$ cat src/rtl/crc_byte_serializer.sv
// rtl/crc_byte_serializer.sv - byte-to-serial feeder for the serial CRC-8 generator
module crc_byte_serializer #(
    parameter int DATA_W     = 8,
    parameter int GAP_CYCLES = 8,
    parameter int LSB_FIRST  = 1
) (
    input  logic              clk,
    input  logic              reset,
    input  logic [DATA_W-1:0] in_data,
    input  logic              in_valid,
    output logic              in_ready,
    output logic              ser_data,
    output logic              ser_active,
    output logic              busy,
    output logic              frame_done
);

    localparam int CNT_W = $clog2(DATA_W + 1);
    localparam logic [CNT_W-1:0] LAST_BIT = CNT_W'(DATA_W - 1);
    localparam logic [7:0]       LAST_GAP = 8'(GAP_CYCLES - 1);

    typedef enum logic [1:0] {
        IDLE  = 2'd0,
        SHIFT = 2'd1,
        GAP   = 2'd2
    } state_t;

    state_t             state_q, state_d;
    logic [DATA_W-1:0]  hold_q, hold_d;
    logic               hold_full_q, hold_full_d;
    logic [DATA_W-1:0]  shift_q, shift_d;
    logic [CNT_W-1:0]   bit_cnt_q, bit_cnt_d;
    logic [7:0]         gap_cnt_q, gap_cnt_d;
    logic               ser_data_q, ser_data_d;
    logic               ser_active_q, ser_active_d;
    logic               frame_done_q, frame_done_d;
    logic               busy_q, busy_d;
    logic               accept;
    logic               head_bit;

    assign in_ready   = !hold_full_q;
    assign ser_data   = ser_data_q;
    assign ser_active = ser_active_q;
    assign frame_done = frame_done_q;
    assign busy       = busy_q;

    always_comb begin
        state_d      = state_q;
        hold_d       = hold_q;
        hold_full_d  = hold_full_q;
        shift_d      = shift_q;
        bit_cnt_d    = bit_cnt_q;
        gap_cnt_d    = gap_cnt_q;
        accept       = in_valid && !hold_full_q;
        head_bit     = (LSB_FIRST != 0) ? shift_q[0] : shift_q[DATA_W-1];

        if (accept) begin
            hold_d      = in_data;
            hold_full_d = 1'b1;
        end

        case (state_q)
            IDLE: begin
                if (hold_full_q) begin
                    state_d     = SHIFT;
                    shift_d     = hold_q;
                    hold_full_d = 1'b0;
                    bit_cnt_d   = '0;
                end
            end
            SHIFT: begin
                shift_d = (LSB_FIRST != 0) ? (shift_q >> 1) : (shift_q << 1);
                if (bit_cnt_q == LAST_BIT) begin
                    state_d   = GAP;
                    gap_cnt_d = '0;
                end else begin
                    bit_cnt_d = bit_cnt_q + CNT_W'(1);
                end
            end
            GAP: begin
                if (gap_cnt_q == LAST_GAP) begin
                    bit_cnt_d = '0;
                    // A byte arriving on this very edge bypasses the holding register
                    if (hold_full_q) begin
                        state_d     = SHIFT;
                        shift_d     = hold_q;
                        hold_full_d = 1'b0;
                    end else if (accept) begin
                        state_d     = SHIFT;
                        shift_d     = in_data;
                        hold_full_d = 1'b0;
                    end else begin
                        state_d = IDLE;
                    end
                end else begin
                    gap_cnt_d = gap_cnt_q + 8'd1;
                end
            end
            default: state_d = IDLE;
        endcase

        // Outputs are registered from the current state, so they trail it by one cycle
        ser_active_d = (state_q == SHIFT);
        ser_data_d   = (state_q == SHIFT) ? head_bit : 1'b0;
        frame_done_d = (state_q == GAP) && (gap_cnt_q == LAST_GAP);
        busy_d       = (state_q != IDLE) || hold_full_q;
    end

    always_ff @(posedge clk) begin
        if (reset) begin
            state_q      <= IDLE;
            hold_q       <= '0;
            hold_full_q  <= 1'b0;
            shift_q      <= '0;
            bit_cnt_q    <= '0;
            gap_cnt_q    <= '0;
            ser_data_q   <= 1'b0;
            ser_active_q <= 1'b0;
            frame_done_q <= 1'b0;
            busy_q       <= 1'b0;
        end else begin
            state_q      <= state_d;
            hold_q       <= hold_d;
            hold_full_q  <= hold_full_d;
            shift_q      <= shift_d;
            bit_cnt_q    <= bit_cnt_d;
            gap_cnt_q    <= gap_cnt_d;
            ser_data_q   <= ser_data_d;
            ser_active_q <= ser_active_d;
            frame_done_q <= frame_done_d;
            busy_q       <= busy_d;
        end
    end

endmodule

$ cat config.mk
export PLATFORM = sky130hd
export DESIGN_NAME = crc_byte_serializer
export DESIGN_NICKNAME = d
export VERILOG_FILES = /design/src/rtl/crc_byte_serializer.sv
export SDC_FILE = /design/constraint.sdc
export NUM_CORES = 1
export LEC_CHECK = 0
export CAP_MARGIN = 20
export CORE_MARGIN = 3
export CORE_UTILIZATION = 40
export CTS_CLUSTER_DIAMETER = 120
export DETAILED_ROUTE_END_ITERATION = 8
export SLEW_MARGIN = 20
export SYNTH_ARGS = -nofsm -noshare
export SYNTH_HDL_FRONTEND = slang
export SYNTH_SLANG_ARGS = --single-unit
$ cat constraint.sdc
create_clock -name clk -period 3.49 [get_ports clk]
set_clock_uncertainty 0.2 [all_clocks]
set_input_delay 0.349 -clock clk [delete_from_list [all_inputs] [get_ports clk]]
set_output_delay 0.349 -clock clk [all_outputs]
set_load 0.02 [all_outputs]
==> out/summary.txt <==
Status - completed
Total GRT Usage - 15.2%
Max stage delay on crit path - 700 ps
Total congestion overflow - 0
# IOs - 16
Post-Syn Nets - 213
CTS resizes - 0
Drt wl/cell - 14.9 um
GR met3 Demand/Resource - 5.19%
Mapped Area - 1730 um2
Yosys warns - 0
Flop2flop setup slack - 1000 ps
Min-delay src - shift_q[0]$_SDFFE_PP0P_
GP Congestion - 0.771
Slew Limit Fails - 0
# diodes - 0
DR DRC count - 0
Initial antenna violation count - 0
Slew @ Worst Pin - 923 ps
Clock Latency Late Sink - 280 ps
Vias in the first global route - 1389
Reg power frac - 41.1%
Share of async-settable or async-resettable flops after synthesis - 0%
Largest net degree at the start of global routing - 23
Critical Path, Cell by Cell - inv_1, ha_1, nor2b_1, nor2_1, and2_1, a211oi_1
H-tree depth - 2
Slowest library cell on the worst path - nor2_1
IO buf count - 15
Combinational Power Share - 32.2%
DIE AREA - 5150 um2
Number of fill cells - 392
Minimum clock period - 2490 ps
Nets - 222
CTS Buf Count - 5
Clock Path Buffers - 2
Reg2Reg Depth - 6
Total Power - 1.23 mW
Internal - 0.798 mW
Worst path arrival time - 2450 ps
CTS root buf - clkbuf_8
Share of cells above drive strength 1 - 6.83%
Highest Clock Rate - 0.401 GHz
Antenna-violating nets left - 0
Yosys reg bits - 35
Post-synth EDFFs - 0
Core area - 4090 um2
GR peak layer - met2
Hold depth - 1
Relative slew slack - 38.3%
DRT iter0 DRCs - 148
Initial Util - 42.3%
Mapped Cells - 195
HPWL Detailed - 2690 um
Rows - 23
Reg2reg end - shift_q[6]$_SDFFE_PP0P_
Hold-fix buffers at CTS - 0
Vias - 1469
Pwr dens - 616 nW/um2
Main synth FF type - dfxtp_1
Clk network pwr share - 26.7%
Most frequent cells in the layout - dfxtp_1 (35), a21oi_1 (19), nor2_1 (19), clkdlybuf4s50_1 (15), mux2i_1 (10)
Pleak - 0.719 nW
Chip height - 71.8 um
Switching share of power - 34.9%
First drt pass iteration count - 4
Worst hold endpoint - ser_data$_SDFF_PP0_
GRT met1 Usage - 19.1%
Crit share post-route - 71.4%
Multi-input logic area - 943 um2
Reg clk slew, reported paths - 70 ps
Vias/cell - 5.76
Syn Area/Cell - 8.87 um2
R2r startpoint - state_q[0]$_SDFFE_PP0P_
Commonest non-fill, non-tap cell in the layout - dfxtp_1
RSZ-0062 raised after global routing - false
Synth-to-layout area growth - 15.1%
Register area share after synthesis - 40.5%
First-pass GRT wire length - 6300 um
Max-capacitance violation count - 0
HP Class - register to register
Post-CTS Setup Inserts - 0
CP startpoint kind - register
Clock sinks - 35
Library cells used by synthesis - 43
Setup TNS - 0 ps
CTS tree - yes
CP Capture Type - register
VDD IR max - 0.000334 V
Crit Path Category - register to register
DRT Wirelength - 3800 um
M2 GR Usage - 25.4%
Hold Vio Cnt, Final - 0
Psw - 0.428 mW
# setup viols final - 0
DIE WIDTH - 71.8 um
Max Fanout on Critical Path - 15
Storage cell area - 701 um2
Critical Path RT - 3450 ps
-- through the flow --
step                utilization, %  hold WS, ps  instances  instance area [um2]  setup WS [ps]
finish                        48.7          273        255                 1990            997
global route                  48.7          312        255                 1990            817
global placement              46.2          251        247                 1890           1100
floorplan                        -          228        195                 1730           1390
CTS                           48.7          274        255                 1990           1000
detailed placement            46.2          257        247                 1890           1010
-- area by class of cell --
type,count,share of cell area [%]
Clock inverter,1,0.377
Sequential cell,35,35.2
Timing Repair Buffer,16,7.92
Inverter,6,1.13
Tap cell,50,3.14
Clock buffer,7,4.84
Multi-Input combinational cell,140,47.4
-- registers in the layout (all words and copies together), names as in the netlist --
register     flops
gap_cnt_q        8
hold_q           8
shift_q          8
bit_cnt_q        4
state_q          2
busy             1
frame_done       1
hold_full_q      1
ser_active       1
ser_data         1
-- cell usage after synthesis (all sizes together), types with 2 or more instances --
| master | count | area [um2] |
|---|---|---|
| dfxtp | 35 | 701 |
| a21oi | 19 | 95.1 |
| nor2 | 19 | 71.3 |
| clkbuf | 10 | 37.5 |
| mux2i | 10 | 100 |
| a211oi | 9 | 67.6 |
| nand2 | 9 | 33.8 |
| nand3 | 8 | 40.0 |
| a222oi | 7 | 70.1 |
| ha | 7 | 87.6 |
| o21ai | 7 | 35.0 |
| inv | 6 | 22.5 |
| nand2b | 5 | 31.3 |
| and3 | 4 | 25.0 |
| buf | 4 | 25.0 |
| nand3b | 4 | 30.0 |
| and2 | 3 | 18.8 |
| nor2b | 3 | 18.8 |
| nor3 | 3 | 15.0 |
| a31o | 2 | 17.5 |
| a31oi | 2 | 12.5 |
-- how the worst max path moves through the flow --
stage	from	to	slack, ps	cells after the start
2_1_floorplan	gap_cnt_q[4]$_SDFFE_PP0P_	shift_q[0]$_SDFFE_PP0P_	1390	6
3_3_place_gp	state_q[0]$_SDFFE_PP0P_	shift_q[4]$_SDFFE_PP0P_	1100	6
3_5_place_dp	state_q[0]$_SDFFE_PP0P_	shift_q[6]$_SDFFE_PP0P_	1010	6
4_1_cts	state_q[0]$_SDFFE_PP0P_	shift_q[6]$_SDFFE_PP0P_	1000	6
5_1_grt	state_q[0]$_SDFFE_PP0P_	shift_q[4]$_SDFFE_PP0P_	820	6
6_report	state_q[0]$_SDFFE_PP0P_	shift_q[6]$_SDFFE_PP0P_	1000	6
-- critical path, delay by kind of cell, from the launching register on --
kind,cells,cell delay [ps]
simple gates,3,1300
fa+ha+maj,1,250
buf+inv,1,100
compound gates,1,130
flops,1,380
-- metal layers --
metal,vias up,share of wire (%)
li1,740,-
met2,31,48
met3,2,4.4
met5,-,0
met4,0,0.34
met1,696,47
-- cells by family after synthesis --
kind of cell	share of synthesized area, %
and+or+nand+nor	19.3
buffers and inverters	4.92
adders and majority gates	5.06
DFF	40.5
AOI/OAI and AO/OA	24.4
muxes	5.79
-- power groups by stage --
| stage | Combinational [mW] | Clock [mW] | Sequential [mW] |
|---|---|---|---|
| final | 0.395 | 0.327 | 0.504 |
| after global routing | 0.440 | 0.349 | 0.514 |
| after CTS | 0.396 | 0.336 | 0.504 |
| after detailed placement | 0.395 | 0 | 0.512 |
| after global placement | 0.384 | 0 | 0.509 |
| after floorplan | 0.306 | 0 | 0.510 |
(Power assumes the default switching activity.)
